[config.mk]
export PLATFORM = sky130hd
export DESIGN_NAME = pulse_catcher_flat
export DESIGN_NICKNAME = d
export VERILOG_FILES = /design/src/rtl/pulse_catcher_if.sv /design/src/rtl/pulse_catcher.sv /design/src/flat_wrapper.sv
export SDC_FILE = /design/constraint.sdc
export NUM_CORES = 1
export LEC_CHECK = 0
export CAP_MARGIN = 25
export CORE_UTILIZATION = 43
export DETAILED_ROUTE_END_ITERATION = 8
export GPL_TIMING_DRIVEN = 0
export PLACE_DENSITY = 0.78
export SKIP_LAST_GASP = 1
export SLEW_MARGIN = 10
export SYNTH_ARGS = -nofsm -noshare
export SYNTH_HDL_FRONTEND = slang
export SYNTH_SLANG_ARGS = --single-unit
[constraint.sdc]
create_clock -name clk -period 1.4 [get_ports clk]
set_input_delay 0.28 -clock clk [delete_from_list [all_inputs] [get_ports clk]]
set_output_delay 0.28 -clock clk [all_outputs]
set_load 0.02 [all_outputs]
[src/rtl/pulse_catcher_if.sv]
// Pulse catcher bus: the pulse line, acknowledge/clear controls and the
// captured-event status. The master drives the line and controls; the
// catcher (slave) reports strobe, pending, missed and the event count.
interface pulse_catcher_if #(
    parameter int CNT_W = 8
);
    logic             in_i;
    logic             ack_i;
    logic             clr_missed_i;
    logic             strobe_o;
    logic             pending_o;
    logic             missed_o;
    logic [CNT_W-1:0] count_o;

    modport master (
        output in_i, ack_i, clr_missed_i,
        input  strobe_o, pending_o, missed_o, count_o
    );

    modport slave (
        input  in_i, ack_i, clr_missed_i,
        output strobe_o, pending_o, missed_o, count_o
    );
endinterface

[src/rtl/pulse_catcher.sv]
// pulse_catcher: synchronizes an active-low strobe line, captures one event
// per low period, holds it pending until acknowledged, counts events and
// flags events that arrive while an earlier one is still unacknowledged.
// Optional minimum-low-width filter: define PULSE_CATCHER_FILTER_EN.
module pulse_catcher #(
    parameter int CNT_W   = 8,
    parameter int MIN_LOW = 2
) (
    input  logic            clk,
    input  logic            reset,
    pulse_catcher_if.slave  bus
);

    // MIN_LOW must fit the 4-bit low-width counter and be at least one sample.
    if (MIN_LOW < 1 || MIN_LOW > 15) begin : g_min_low_range
        $error("pulse_catcher: MIN_LOW must be within 1..15");
    end

`ifdef PULSE_CATCHER_FILTER_EN
    typedef enum logic [1:0] {
        WAIT_HIGH = 2'd0,
        ARMED     = 2'd1,
        QUAL      = 2'd2
    } state_e;

    localparam logic [3:0] MIN_LOW_W = 4'(MIN_LOW);

    logic [3:0] low_cnt_q, low_cnt_d;
    logic [3:0] low_cnt_inc;
`else
    typedef enum logic {
        WAIT_HIGH = 1'b0,
        ARMED     = 1'b1
    } state_e;
`endif

    state_e           state_q, state_d;
    logic             s1_q, s2_q;
    logic             strobe_q, strobe_d;
    logic             pending_q, pending_d;
    logic             missed_q, missed_d;
    logic [CNT_W-1:0] count_q, count_d;
    logic             capture;

    // Two-flop synchronizer; the line idles high, so reset loads ones.
    always_ff @(posedge clk) begin
        // NOTE: reset is synchronous here, so it lives inside the clocked branch, not the sensitivity list.
        if (!reset) begin
            // NOTE: sequential state uses non-blocking assignments so every flop samples pre-edge values.
            s1_q <= 1'b1;
            s2_q <= 1'b1;
        end else begin
            s1_q <= bus.in_i;
            s2_q <= s1_q;
        end
    end

    // State, event status and counter registers.
    always_ff @(posedge clk) begin
        if (!reset) begin
            state_q   <= WAIT_HIGH;
            strobe_q  <= 1'b0;
            pending_q <= 1'b0;
            missed_q  <= 1'b0;
            count_q   <= '0;
`ifdef PULSE_CATCHER_FILTER_EN
            low_cnt_q <= 4'd0;
`endif
        end else begin
            state_q   <= state_d;
            strobe_q  <= strobe_d;
            pending_q <= pending_d;
            missed_q  <= missed_d;
            count_q   <= count_d;
`ifdef PULSE_CATCHER_FILTER_EN
            low_cnt_q <= low_cnt_d;
`endif
        end
    end

`ifdef PULSE_CATCHER_FILTER_EN
    assign low_cnt_inc = low_cnt_q + 4'd1;
`endif

    // Edge detection / qualification FSM and the capture side effects.
    always_comb begin
        // NOTE: every output of this block gets a default first, so no path can infer a latch.
        state_d   = state_q;
        capture   = 1'b0;
        strobe_d  = 1'b0;
        pending_d = pending_q;
        missed_d  = missed_q;
        count_d   = count_q;
`ifdef PULSE_CATCHER_FILTER_EN
        low_cnt_d = low_cnt_q;
`endif

        case (state_q)
            // Line must be seen high before a falling edge can count.
            WAIT_HIGH: begin
                if (s2_q) state_d = ARMED;
            end
            ARMED: begin
                if (!s2_q) begin
`ifdef PULSE_CATCHER_FILTER_EN
                    if (MIN_LOW > 1) begin
                        state_d   = QUAL;
                        low_cnt_d = 4'd1;
                    end else begin
                        capture = 1'b1;
                        state_d = WAIT_HIGH;
                    end
`else
                    capture = 1'b1;
                    state_d = WAIT_HIGH;
`endif
                end
            end
`ifdef PULSE_CATCHER_FILTER_EN
            // Count consecutive low samples; a high sample first is a glitch.
            QUAL: begin
                if (!s2_q) begin
                    low_cnt_d = low_cnt_inc;
                    if (low_cnt_inc == MIN_LOW_W) begin
                        capture = 1'b1;
                        state_d = WAIT_HIGH;
                    end
                end else begin
                    low_cnt_d = 4'd0;
                    state_d   = ARMED;
                end
            end
`endif
            default: state_d = WAIT_HIGH;
        endcase

        if (bus.ack_i)        pending_d = 1'b0;
        if (bus.clr_missed_i) missed_d  = 1'b0;

        // A capture overrides ack (new event replaces the acked one) and
        // overrides clr_missed when it is itself a missed event.
        if (capture) begin
            strobe_d  = 1'b1;
            pending_d = 1'b1;
            count_d   = count_q + 1'b1;
            if (pending_q && !bus.ack_i) missed_d = 1'b1;
        end
    end

    assign bus.strobe_o  = strobe_q;
    assign bus.pending_o = pending_q;
    assign bus.missed_o  = missed_q;
    assign bus.count_o   = count_q;

endmodule

[src/flat_wrapper.sv]
// flat-port wrapper written by rule: the top's interface ports become plain ports
module pulse_catcher_flat 
#(
    parameter int CNT_W   = 8,
    parameter int MIN_LOW = 2
)
  (clk, reset, bus_in_i, bus_ack_i, bus_clr_missed_i, bus_strobe_o, bus_pending_o, bus_missed_o, bus_count_o);
  pulse_catcher_if #(.CNT_W(CNT_W)) bus_i ();
  input  logic clk;
  input  logic reset;
  input wire logic [$bits(bus_i.in_i)-1:0] bus_in_i;
  input wire logic [$bits(bus_i.ack_i)-1:0] bus_ack_i;
  input wire logic [$bits(bus_i.clr_missed_i)-1:0] bus_clr_missed_i;
  output wire logic [$bits(bus_i.strobe_o)-1:0] bus_strobe_o;
  output wire logic [$bits(bus_i.pending_o)-1:0] bus_pending_o;
  output wire logic [$bits(bus_i.missed_o)-1:0] bus_missed_o;
  output wire logic [$bits(bus_i.count_o)-1:0] bus_count_o;
  assign bus_i.in_i = bus_in_i;
  assign bus_i.ack_i = bus_ack_i;
  assign bus_i.clr_missed_i = bus_clr_missed_i;
  assign bus_strobe_o = bus_i.strobe_o;
  assign bus_pending_o = bus_i.pending_o;
  assign bus_missed_o = bus_i.missed_o;
  assign bus_count_o = bus_i.count_o;
  pulse_catcher #(.CNT_W(CNT_W), .MIN_LOW(MIN_LOW)) u_core (.clk(clk), .reset(reset), .bus(bus_i));
endmodule
==> flow_summary.ini <==
[synthesis]
syn_nets = 66
synth_area_leaders = dfxtp_1, nand2b_1, mux2i_1
syn-cell-area_um2 = 561
synth_cells = 60
synth-seq-cells = 14
netlist.area_leader.share_pct = 50.0
syn_area_per_cell_um2 = 9.34
synth_seq_area_share_pct = 50.0
yosys_warnings = 0
yosysTopAreaCell = dfxtp_1
ys_types = 24

[finish]
num_antenna_cells = 0
drive_gt1_share_pct = 7.59
final_core_util_pct = 64.9
regArea_um2 = 280
syn2layout_area_growth_pct = 33.9
fin_nets = 86
n_fill_cell = 95
final_cell_area_um2 = 751
multiInputGateArea_um2 = 250

[hold_path]
hold_path.class = flip-flop to flip-flop
min-delay-start = u_core.s1_q

[die]
rows = 12
die_x_um = 38.1
pin_count = 16
start_util_pct = 48.5
dieArea_mm2 = 0.00145
core-area_mm2 = 0.00116
dieHeight_um = 38.1

[cts]
hold_buffers = 0
ctsResizeCount = 11
insertion_delay_ns = 0.27
root_buffer = clkbuf_4
cts_max_level = 1
numCtsBuffers = 3
clock_sinks = 14
postCtsSetupBuffers = 0
clk_pin_slew_ns = 0.08
cts_tree = yes
clk_path_buf_depth = 2

[timing]
setup_viol = 0
setup_ws_ns = 0.0919
finClkSkew_ns = 0.00223
drv_slew = 0
worstMarginPinSlew_ns = 0.352
fmax_ghz = 0.764
layout_min_cycle_time_ns = 1.31
rsz0062_at_grt = no
finalCritPeriodShare_pct = 93.4
max_slew_margin_pct = 76.5
finalHoldViolCount = 0

[critical_path]
slowest_delay_ns = 0.40
startpoint_type = flip-flop
critPathKind = flip-flop to primary output
cp_data_arrival_time_ns = 1.03
crit_chain = dlygate4sd2_1
ff2ff_path_depth = 4
r2r_end = u_core.bus.count_o[5]
path_buf_inv = 1
r2r_slack_ns = 0.10
setup.worst_path.end = bus_count_o[4]
cp_num_cells = 1
cpMaxStageDelayCell = dfxtp_1
critPathMaxFanout = 5
cp.required_ns = 1.12
r2r-start = u_core.s2_q
cp-end-kind = primary output
critical-path-top-delay-family = flip-flops
cp-startpoint = u_core.bus.count_o[4]

[global_route]
grt_pass1_vias = 353
gr-total-overflow = 0
grt_usage_pct = 15.6
antenna_found_initial = 0
grt_max_degree = 11
grt_pass1_wl_um = 1480

[place]
routabilityCongestion = 0.736
pre_cts_ws_ns = -0.107
hpwlAfterDp_um = 722
portBuffers = 15
dpl_cell_area_um2 = 728

[power]
vdd_drop_max_v = 0.000526
power_density_mw_per_mm2 = 974
leakage_nw = 0.340

[flow_run]
cap_violations = 0

[detailed_routing]
drc = 0
viasPerCell = 4.87
wl_um = 947
drt_iter0_markers = 7
wl_per_cell_um = 10.2
dr.pass1.iters = 4
postRouteAntennaNets = 0
vias = 453

[outcome]
status = finished clean
[sequential cells by signal, indices dropped and copies added, names as in the netlist]
name	cells
u_core.bus.missed_o	1
u_core.state_q	1
u_core.bus.pending_o	1
u_core.s1_q	1
u_core.s2_q	1
u_core.bus.count_o	8
u_core.bus.strobe_o	1
[layout by cell type (no fill, tap or decap), drive strengths merged, types with 2 or more instances in the layout]
master	synthesis	layout
dfxtp	14	14
nand2	7	7
clkbuf	1	5
nor2	3	3
a21oi	4	4
inv	4	4
dlygate4sd2	0	11
xnor2	2	2
mux2i	3	3
clkdlybuf4s50	0	4
nand3	2	2
nand2b	6	6
and2	2	2
[per-layer routing]
layer / up-vias / GRT usage (%) / part of all wire [%]
li1: 239 / - / -
met1: 197 / 18.5 / 46
met2: 15 / 23.3 / 47
met3: 2 / 6.98 / 5.6
met4: 0 / 8.04 / 1.1
met5: - / 0 / 0
[synthesized netlist by cell type (all sizes together)]
library cell,n
and2b,1
o31ai,1
ha,1
nor2,3
nand2b,6
or4,1
nor3,1
dfxtp,14
nand3,2
nand3b,1
xnor2,2
nor4,1
buf,1
inv,4
or3,1
o22ai,1
and2,2
nand4,1
a21oi,4
nand2,7
mux2i,3
clkbuf,1
o21ai,1
[where the power goes]
group,switching (mW),internal (mW),leakage (nW)
logic,0.0175,0.0220,0.205
clock network,0.124,0.158,0.0210
registers,0.00553,0.405,0.114
total,0.147,0.585,0.340
[kinds of logic after synthesis]
kind of cell               synth area share, %
AOI/OAI and AO/OA                         6.92
xor gates and xnor gates                  3.13
adders and majority gates                 2.23
buffers and inverters                     5.36
DFF                                       50.0
muxes                                     5.36
and+or+nand+nor                           27.0
[area by class of cell]
class / instances / area share, %
flip-flops and latches: 14 / 37.3
multi-input cells: 40 / 33.3
well taps: 14 / 2.33
inverters: 4 / 2.00
repair buffers: 15 / 18.2
plain buffers: 2 / 2.00
clock buffers: 4 / 4.83
[how the worst min path moves through the flow]
| stage | to | slack [ns] | depth (start not counted) |
|---|---|---|---|
| 2_1_floorplan | u_core.s1_q | 0.38 | 1 |
| 3_3_place_gp | u_core.s2_q | 0.39 | 1 |
| 3_5_place_dp | u_core.s2_q | 0.41 | 1 |
| 4_1_cts | u_core.s2_q | 0.45 | 1 |
| 5_1_grt | u_core.s2_q | 0.48 | 1 |
| 6_report | u_core.s2_q | 0.45 | 1 |
[per-stage QoR]
stage          instances  total power [mW]  hold WS [ns]  setup TNS (ns)
2_1_floorplan         60             0.441         0.381               0
3_3_place_gp          89             0.460         0.393          -0.544
3_5_place_dp          89             0.461         0.411          -0.621
4_1_cts               93             0.740         0.451               0
5_1_grt               93             0.771         0.476               0
6_report              93             0.732         0.452               0
Note: power is estimated with default switching activity, not from simulation.
